[src/rtl/alu_pkg.sv]
// alu_pkg: shared types and constants for the sequential ALU.
//   alu_op_t    - 3-bit opcode
//   alu_state_t - control FSM state
//   FLAG_*      - bit positions inside the {N,Z,C,V} flag vector
package alu_pkg;

  typedef enum logic [2:0] {
    OpAdd = 3'd0,
    OpSub = 3'd1,
    OpAnd = 3'd2,
    OpOr  = 3'd3,
    OpNot = 3'd4,
    OpShr = 3'd5,
    OpShl = 3'd6,
    OpMul = 3'd7
  } alu_op_t;

  typedef enum logic [1:0] {
    StIdle,
    StExec,
    StMul,
    StDone
  } alu_state_t;

  localparam int unsigned FLAG_N = 3;
  localparam int unsigned FLAG_Z = 2;
  localparam int unsigned FLAG_C = 1;
  localparam int unsigned FLAG_V = 0;

endpackage

[src/rtl/alu_seq_if.sv]
// alu_seq_if: request/response bundle of the sequential ALU.
//   start, op, a, b                       - request (master drives)
//   busy, done, result_lo, result_hi, flags - response (slave drives)
interface alu_seq_if
  import alu_pkg::*;
#(
  parameter int unsigned WIDTH = 16
);

  logic             start;
  alu_op_t          op;
  logic [WIDTH-1:0] a;
  logic [WIDTH-1:0] b;
  logic             busy;
  logic             done;
  logic [WIDTH-1:0] result_lo;
  logic [WIDTH-1:0] result_hi;
  logic [3:0]       flags;

  modport master (
    output start, op, a, b,
    input  busy, done, result_lo, result_hi, flags
  );

  modport slave (
    input  start, op, a, b,
    output busy, done, result_lo, result_hi, flags
  );

endinterface

[src/rtl/alu_mul_booth.sv]
// alu_mul_booth: signed WIDTH x WIDTH -> 2*WIDTH radix-2 Booth multiplier.
//   clk_100MHz, rst - clock, synchronous active-high reset
//   load            - capture a (multiplicand) and b (multiplier), start iterating
//   a, b            - signed operands
//   product         - signed 2*WIDTH product, valid while mul_done is high
//   mul_done        - high once all WIDTH iterations have run; cleared by load
module alu_mul_booth #(
  parameter int unsigned WIDTH = 16
) (
  input  logic               clk_100MHz,
  input  logic               rst,
  input  logic               load,
  input  logic [WIDTH-1:0]   a,
  input  logic [WIDTH-1:0]   b,
  output logic [2*WIDTH-1:0] product,
  output logic               mul_done
);

  localparam int unsigned CntW = $clog2(WIDTH);

  logic [WIDTH-1:0] mcand_q;
  // {acc[WIDTH-1:0], q[WIDTH-1:0], q_minus1}
  logic [2*WIDTH:0] booth_q, booth_d;
  logic [CntW-1:0]  cnt_q;
  logic             run_q;
  logic             done_q;

  logic [WIDTH:0]   acc_ext;
  logic [WIDTH:0]   mcand_ext;
  logic [WIDTH:0]   sum;

  always_comb begin
    // One guard bit keeps acc - (-2^(WIDTH-1)) from overflowing.
    acc_ext   = {booth_q[2*WIDTH], booth_q[2*WIDTH:WIDTH+1]};
    mcand_ext = {mcand_q[WIDTH-1], mcand_q};
    sum       = acc_ext;
    unique case (booth_q[1:0])
      2'b01:   sum = acc_ext + mcand_ext;
      2'b10:   sum = acc_ext - mcand_ext;
      default: sum = acc_ext;
    endcase
    // Arithmetic right shift: the guard bit becomes the new acc sign.
    booth_d = {sum, booth_q[WIDTH:1]};
  end

  always_ff @(posedge clk_100MHz) begin
    if (rst) begin
      mcand_q <= '0;
      booth_q <= '0;
      cnt_q   <= '0;
      run_q   <= 1'b0;
      done_q  <= 1'b0;
    end else if (load) begin
      mcand_q <= a;
      booth_q <= {{WIDTH{1'b0}}, b, 1'b0};
      cnt_q   <= CntW'(WIDTH - 1);
      run_q   <= 1'b1;
      done_q  <= 1'b0;
    end else if (run_q) begin
      booth_q <= booth_d;
      if (cnt_q == '0) begin
        run_q  <= 1'b0;
        done_q <= 1'b1;
      end else begin
        cnt_q <= cnt_q - 1'b1;
      end
    end
  end

  assign product  = booth_q[2*WIDTH:1];
  assign mul_done = done_q;

endmodule

[src/rtl/alu_seq.sv]
// alu_seq: multi-cycle ALU with start/done handshake and registered NZCV flags.
//   clk_100MHz - system clock, rising edge
//   rst        - synchronous active-high reset; aborts any operation in flight
//   bus        - alu_seq_if slave: start/op/a/b in; busy/done/result_lo/result_hi/flags out
// Single-cycle ops finish two cycles after an accepted start, MUL after WIDTH+2.
module alu_seq
  import alu_pkg::*;
#(
  parameter int unsigned WIDTH = 16
) (
  input  logic      clk_100MHz,
  input  logic      rst,
  alu_seq_if.slave  bus
);

  alu_state_t       state_q, state_d;
  alu_op_t          op_q;
  logic [WIDTH-1:0] a_q, b_q;
  logic [WIDTH-1:0] res_lo_q, res_lo_d;
  logic [WIDTH-1:0] res_hi_q, res_hi_d;
  logic [3:0]       flags_q, flags_d;

  logic               accept;
  logic               mul_load;
  logic [2*WIDTH-1:0] product;
  logic               mul_done;

  logic [WIDTH-1:0]   alu_res;
  logic               alu_c;
  logic               alu_v;
  logic [WIDTH:0]     add_full;
  logic               prod_fits;

  assign accept   = (state_q == StIdle) && bus.start;
  assign mul_load = accept && (bus.op == OpMul);

  alu_mul_booth #(
    .WIDTH (WIDTH)
  ) u_mul (
    .clk_100MHz (clk_100MHz),
    .rst        (rst),
    .load       (mul_load),
    .a          (bus.a),
    .b          (bus.b),
    .product    (product),
    .mul_done   (mul_done)
  );

  // Control FSM next state.
  always_comb begin
    state_d = state_q;
    unique case (state_q)
      StIdle: if (bus.start) state_d = (bus.op == OpMul) ? StMul : StExec;
      StExec: state_d = StDone;
      StMul:  if (mul_done) state_d = StDone;
      StDone: state_d = StIdle;
      default: state_d = StIdle;
    endcase
  end

  // Single-cycle datapath on the latched operands.
  always_comb begin
    alu_res  = '0;
    alu_c    = 1'b0;
    alu_v    = 1'b0;
    add_full = {1'b0, a_q} + {1'b0, b_q};
    unique case (op_q)
      OpAdd: begin
        alu_res = add_full[WIDTH-1:0];
        alu_c   = add_full[WIDTH];
        alu_v   = (a_q[WIDTH-1] == b_q[WIDTH-1]) && (alu_res[WIDTH-1] != a_q[WIDTH-1]);
      end
      OpSub: begin
        alu_res = a_q - b_q;
        alu_c   = a_q < b_q;
        alu_v   = (a_q[WIDTH-1] != b_q[WIDTH-1]) && (alu_res[WIDTH-1] != a_q[WIDTH-1]);
      end
      OpAnd: alu_res = a_q & b_q;
      OpOr:  alu_res = a_q | b_q;
      OpNot: alu_res = ~a_q;
      OpShr: begin
        alu_res = {a_q[WIDTH-1], a_q[WIDTH-1:1]};
        alu_c   = a_q[0];
      end
      OpShl: begin
        alu_res = {a_q[WIDTH-2:0], 1'b0};
        alu_c   = a_q[WIDTH-1];
        alu_v   = a_q[WIDTH-1] ^ a_q[WIDTH-2];
      end
      default: alu_res = '0;
    endcase
  end

  // Product fits in WIDTH signed bits when its top WIDTH+1 bits are all equal.
  assign prod_fits = (product[2*WIDTH-1:WIDTH-1] == {(WIDTH+1){product[2*WIDTH-1]}});

  // Result/flag registers load only in the cycle before done.
  always_comb begin
    res_lo_d = res_lo_q;
    res_hi_d = res_hi_q;
    flags_d  = flags_q;
    if (state_q == StExec) begin
      res_lo_d         = alu_res;
      res_hi_d         = '0;
      flags_d[FLAG_N]  = alu_res[WIDTH-1];
      flags_d[FLAG_Z]  = (alu_res == '0);
      flags_d[FLAG_C]  = alu_c;
      flags_d[FLAG_V]  = alu_v;
    end else if ((state_q == StMul) && mul_done) begin
      res_lo_d         = product[WIDTH-1:0];
      res_hi_d         = product[2*WIDTH-1:WIDTH];
      flags_d[FLAG_N]  = product[2*WIDTH-1];
      flags_d[FLAG_Z]  = (product == '0);
      flags_d[FLAG_C]  = 1'b0;
      flags_d[FLAG_V]  = ~prod_fits;
    end
  end

  always_ff @(posedge clk_100MHz) begin
    if (rst) begin
      state_q  <= StIdle;
      op_q     <= OpAdd;
      a_q      <= '0;
      b_q      <= '0;
      res_lo_q <= '0;
      res_hi_q <= '0;
      flags_q  <= '0;
    end else begin
      state_q  <= state_d;
      res_lo_q <= res_lo_d;
      res_hi_q <= res_hi_d;
      flags_q  <= flags_d;
      if (accept) begin
        op_q <= bus.op;
        a_q  <= bus.a;
        b_q  <= bus.b;
      end
    end
  end

  assign bus.busy      = (state_q != StIdle);
  assign bus.done      = (state_q == StDone);
  assign bus.result_lo = res_lo_q;
  assign bus.result_hi = res_hi_q;
  assign bus.flags     = flags_q;

endmodule

[src/flat_wrapper.sv]
// flat-port wrapper written by rule: the top's interface ports become plain ports
module alu_seq_flat import alu_pkg::*;
#(
  parameter int unsigned WIDTH = 16
)
  (clk_100MHz, rst, bus_start, bus_op, bus_a, bus_b, bus_busy, bus_done, bus_result_lo, bus_result_hi, bus_flags);
  alu_seq_if #(.WIDTH(WIDTH)) bus_i ();
  input  logic clk_100MHz;
  input  logic rst;
  input wire logic [$bits(bus_i.start)-1:0] bus_start;
  input wire logic [$bits(bus_i.op)-1:0] bus_op;
  input wire logic [$bits(bus_i.a)-1:0] bus_a;
  input wire logic [$bits(bus_i.b)-1:0] bus_b;
  output wire logic [$bits(bus_i.busy)-1:0] bus_busy;
  output wire logic [$bits(bus_i.done)-1:0] bus_done;
  output wire logic [$bits(bus_i.result_lo)-1:0] bus_result_lo;
  output wire logic [$bits(bus_i.result_hi)-1:0] bus_result_hi;
  output wire logic [$bits(bus_i.flags)-1:0] bus_flags;
  assign bus_i.start = bus_start;
  assign bus_i.op = bus_op;
  assign bus_i.a = bus_a;
  assign bus_i.b = bus_b;
  assign bus_busy = bus_i.busy;
  assign bus_done = bus_i.done;
  assign bus_result_lo = bus_i.result_lo;
  assign bus_result_hi = bus_i.result_hi;
  assign bus_flags = bus_i.flags;
  alu_seq #(.WIDTH(WIDTH)) u_core (.clk_100MHz(clk_100MHz), .rst(rst), .bus(bus_i));
endmodule
[config.mk]
export PLATFORM = sky130hd
export DESIGN_NAME = alu_seq_flat
export DESIGN_NICKNAME = d
export VERILOG_FILES = /design/src/rtl/alu_pkg.sv /design/src/rtl/alu_seq_if.sv /design/src/rtl/alu_mul_booth.sv /design/src/rtl/alu_seq.sv /design/src/flat_wrapper.sv
export SDC_FILE = /design/constraint.sdc
export NUM_CORES = 1
export LEC_CHECK = 0
export ABC_AREA = 1
export BUFFER_PORTS_ARGS = -buffer_cell sky130_fd_sc_hd__clkbuf_2
export CORE_UTILIZATION = 35
export DETAILED_ROUTE_END_ITERATION = 6
export HOLD_SLACK_MARGIN = 0.02
export PLACE_DENSITY = 0.59
export SYNTH_ARGS = -nofsm -noshare
export SYNTH_HDL_FRONTEND = slang
export SYNTH_SLANG_ARGS = --single-unit
[constraint.sdc]
create_clock -name clk_100MHz -period 5.51 [get_ports clk_100MHz]
set_input_delay 0.551 -clock clk_100MHz [delete_from_list [all_inputs] [get_ports clk_100MHz]]
set_output_delay 0.551 -clock clk_100MHz [all_outputs]
set_load 0.05 [all_outputs]
==> summary.md <==
| Metric | Value |
|---|---|
| Maximum VDD drop | 0.000219 V |
| Post-Syn Nets | 1556 |
| Worst slew pin tran | 1.16 ns |
| Post-route DRC | 0 |
| Data arrival, critical path | 3.44 ns |
| Fin Setup TNS | 0 ns |
| Initial antenna violation count | 0 |
| Layout cell share with drive strength beyond 1 | 8.10% |
| Final Critical Period | 3.13 ns |
| R2R Setup Slk | 2.38 ns |
| CTS tree | yes |
| Placer Congestion | 0.967 |
| Starting Density | 36.0% |
| Mapped cell area | 9180 sq um |
| Clock-pin slew on the worst setup and hold paths | 0.06 ns |
| Syn Inst Count | 1442 |
| P&R area growth vs syn | 12.7% |
| CTS H-tree depth | 4 |
| Vias in the first global route | 8877 |
| Max_cap viols | 0 |
| Most common cell after layout, fill and taps aside | nand2_1 |
| Die footprint | 26900 sq um |
| Sequential fraction of the synthesis area | 27.9% |
| Synth warnings | 0 |
| CTS sink count | 128 |
| Total Nets Final | 1596 |
| # resized after CTS | 0 |
| Most frequent cells in the layout | nand2_1 (328), inv_1 (215), a21oi_1 (135), dfxtp_1 (128), nor2_1 (124) |
| Post-DR wirelength/cell | 17.2 microns |
| Status | completed |
| Core ar. | 25500 sq um |
| R2R Path Start | u_core.u_mul.mcand_q[0] |
| First-pass GRT wire length | 48500 microns |
| Critical path startpoint category | flip-flop |
| DRT antenna net count | 0 |
| Critical R2R Capture | u_core.u_mul.booth_q[32] |
| Rows | 58 |
| Synth cell types | 37 |
| Post-DP HPWL | 24300 microns |
| RSZ-0062 raised after global routing | no |
| Fin Clk Skew | 0.00620 ns |
| Vias per inst | 5.36 |
| Die W | 164 microns |
| Critical path origin | u_core.u_mul.mcand_q[0] |
| Grt ovf | 0 |
| Worst Setup End Kind | flip-flop |
| CP Class | reg2reg |
| Top post-synthesis cells by area | dfxtp_1 (28%), nand2_1 (13%), ha_1 (10%), inv_1 (8.8%), a21oi_1 (7.4%) |
| Largest net degree at the start of global routing | 56 |
| Final setup viols | 0 |
| Inserted Diodes | 0 |
| Worst setup path endpoint | u_core.u_mul.booth_q[32] |
| Crit path required time | 5.82 ns |
| Leak Pwr | 4.71 nW |
| Hold slack | 0.422 ns |
| Postcts setup bufs | 0 |
| Iter 0 DRT Violations | 902 |
| Final hold violations | 0 |
| Final WL | 31300 microns |
| 1st-pass router iterations | 7 |
| Final Core Density | 40.6% |
| R2R depth | 17 |
| Pwr dens | 461 nW/um^2 |
| Pins over their slew limit | 0 |
| Die H | 164 microns |
| CTS buffer count | 17 |
| Peak Freq | 0.320 GHz |
| Avg Cell Area, Syn | 6.37 sq um |
| Worst-skew pair later-pin latency | 0.42 ns |
| Relative slew margins | 22.6% |
| Yosys top cell area share | 27.9% |
| Via count | 9783 |
| Post-synthesis register bit count | 128 |
| Io pins | 76 |
| Fillers | 2739 |
| Period utilization | 56.8% |
| Tot GR Track Use | 23.4% |
| PortBufs | 75 |
| Longest Clk Path Bufs | 2 |
| Post-cts hold buffer count | 0 |
| CP Max Fanout | 6 |
| Clk root buf | clkbuf_16 |
| Area leader, netlist | dfxtp_1 |
| HP Class | in2reg |
## cells in the mapped netlist
| cell | n |
|---|---|
| dfxtp_1 | 128 |
| nand2_1 | 329 |
| nand4_1 | 22 |
| o21ai_1 | 6 |
| nor2_1 | 124 |
| fa_1 | 3 |
| a221oi_1 | 11 |
| inv_1 | 215 |
| a21o_1 | 1 |
| o22ai_1 | 34 |
| nor3_1 | 16 |
| ha_1 | 73 |
| nand3_2 | 1 |
| nor2_2 | 2 |
| o41ai_1 | 1 |
| a21boi_0 | 2 |
| nor3_2 | 2 |
| nand3_4 | 1 |
| a31oi_1 | 19 |
| o21bai_1 | 4 |
| o31ai_1 | 1 |
| a211oi_1 | 7 |
| xnor2_1 | 5 |
| a41oi_1 | 1 |
| o211ai_1 | 3 |
| and2_1 | 3 |
| clkbuf_1 | 41 |
| buf_1 | 1 |
| nor4_1 | 5 |
| buf_4 | 6 |
| inv_2 | 6 |
| a21oi_1 | 135 |
| nand3b_1 | 1 |
| buf_2 | 10 |
| o21ai_0 | 112 |
| nand3_1 | 90 |
| xor2_1 | 21 |
## stage by stage
step / setup WS [ns] / cells / cell area (sq um) / power [mW]
2_1_floorplan: 2.83 / 1442 / 9180 / 2.91
3_3_place_gp: 2.50 / 1793 / 9750 / 3.55
3_5_place_dp: 2.43 / 1793 / 9750 / 3.57
4_1_cts: 2.42 / 1824 / 10300 / 4.74
5_1_grt: 2.00 / 1824 / 10300 / 5.08
6_report: 2.38 / 1824 / 10300 / 4.77
## layer usage
metal / wire, microns / GRT usage (%)
met1: 14300 / 32.6
met2: 13900 / 36.0
met3: 2360 / 4.19
met4: 733 / 8.42
met5: 0 / 0
## worst min path at each step
stage          depth (start not counted)                     from                 endpoint
2_1_floorplan                          2  u_core.u_mul.booth_q[9]  u_core.u_mul.booth_q[9]
3_3_place_gp                           2      u_core.bus.flags[1]      u_core.bus.flags[1]
3_5_place_dp                           2  u_core.u_mul.booth_q[9]  u_core.u_mul.booth_q[9]
4_1_cts                                3                 bus_a[4]            u_core.a_q[4]
5_1_grt                                3                 bus_a[4]            u_core.a_q[4]
6_report                               3                 bus_a[4]            u_core.a_q[4]
## logic make-up (layout without fill, tap and decap cells)
group,after synthesis,count (layout),synth area share (%)
AOI/OAI and AO/OA,337,337,20.1
xor gates and xnor gates,26,26,2.48
adders and majority gates,76,76,10.6
buffers and inverters,279,331,11.8
DFF,128,128,27.9
and+or+nand+nor,596,596,27.1
## power by group
part           switching, mW  internal (mW)  total [mW]
clock network          0.437          0.731        1.17
logic                   1.71          0.694        2.40
registers              0.137           1.06        1.20
total                   2.28           2.48        4.77
## worst max-delay path, cell delays in order (launching register included)
cell and delay, ns:
dfxtp_1 0.34, nor3_1 0.26, nand3_1 0.20, nor4_1 0.44, nor2_1 0.10, xor2_1 0.14, inv_1 0.06, ha_1 0.36
nand2_1 0.10, nand2_1 0.05, a31oi_1 0.15, nand3_1 0.17, a31oi_1 0.23, inv_1 0.06, nand2_1 0.07, nand3_1 0.07
o21ai_0 0.16, nor2_1 0.06
## sequential cells by signal, summed over array words and instances (netlist names), 2 cells and up
name / flops
u_core.u_mul.booth_q: 33
u_core.u_mul.mcand_q: 16
u_core.b_q: 16
u_core.u_mul.cnt_q: 4
u_core.bus.flags: 4
u_core.state_q: 2
u_core.bus.result_hi: 16
u_core.bus.result_lo: 16
u_core.a_q: 16
u_core.op_q: 3
## cell type report
cell class / count / area [sq um] / share of cell area [%]
clock buffer: 21 / 460 / 4.45
clock inverter: 10 / 136 / 1.32
inverter: 221 / 830 / 8.02
multi-input combinational: 1035 / 5540 / 53.5
sequential: 128 / 2560 / 24.8
tap: 330 / 413 / 3.99
timing repair buffer: 79 / 405 / 3.92
Note: power is estimated with default switching activity, not from simulation.
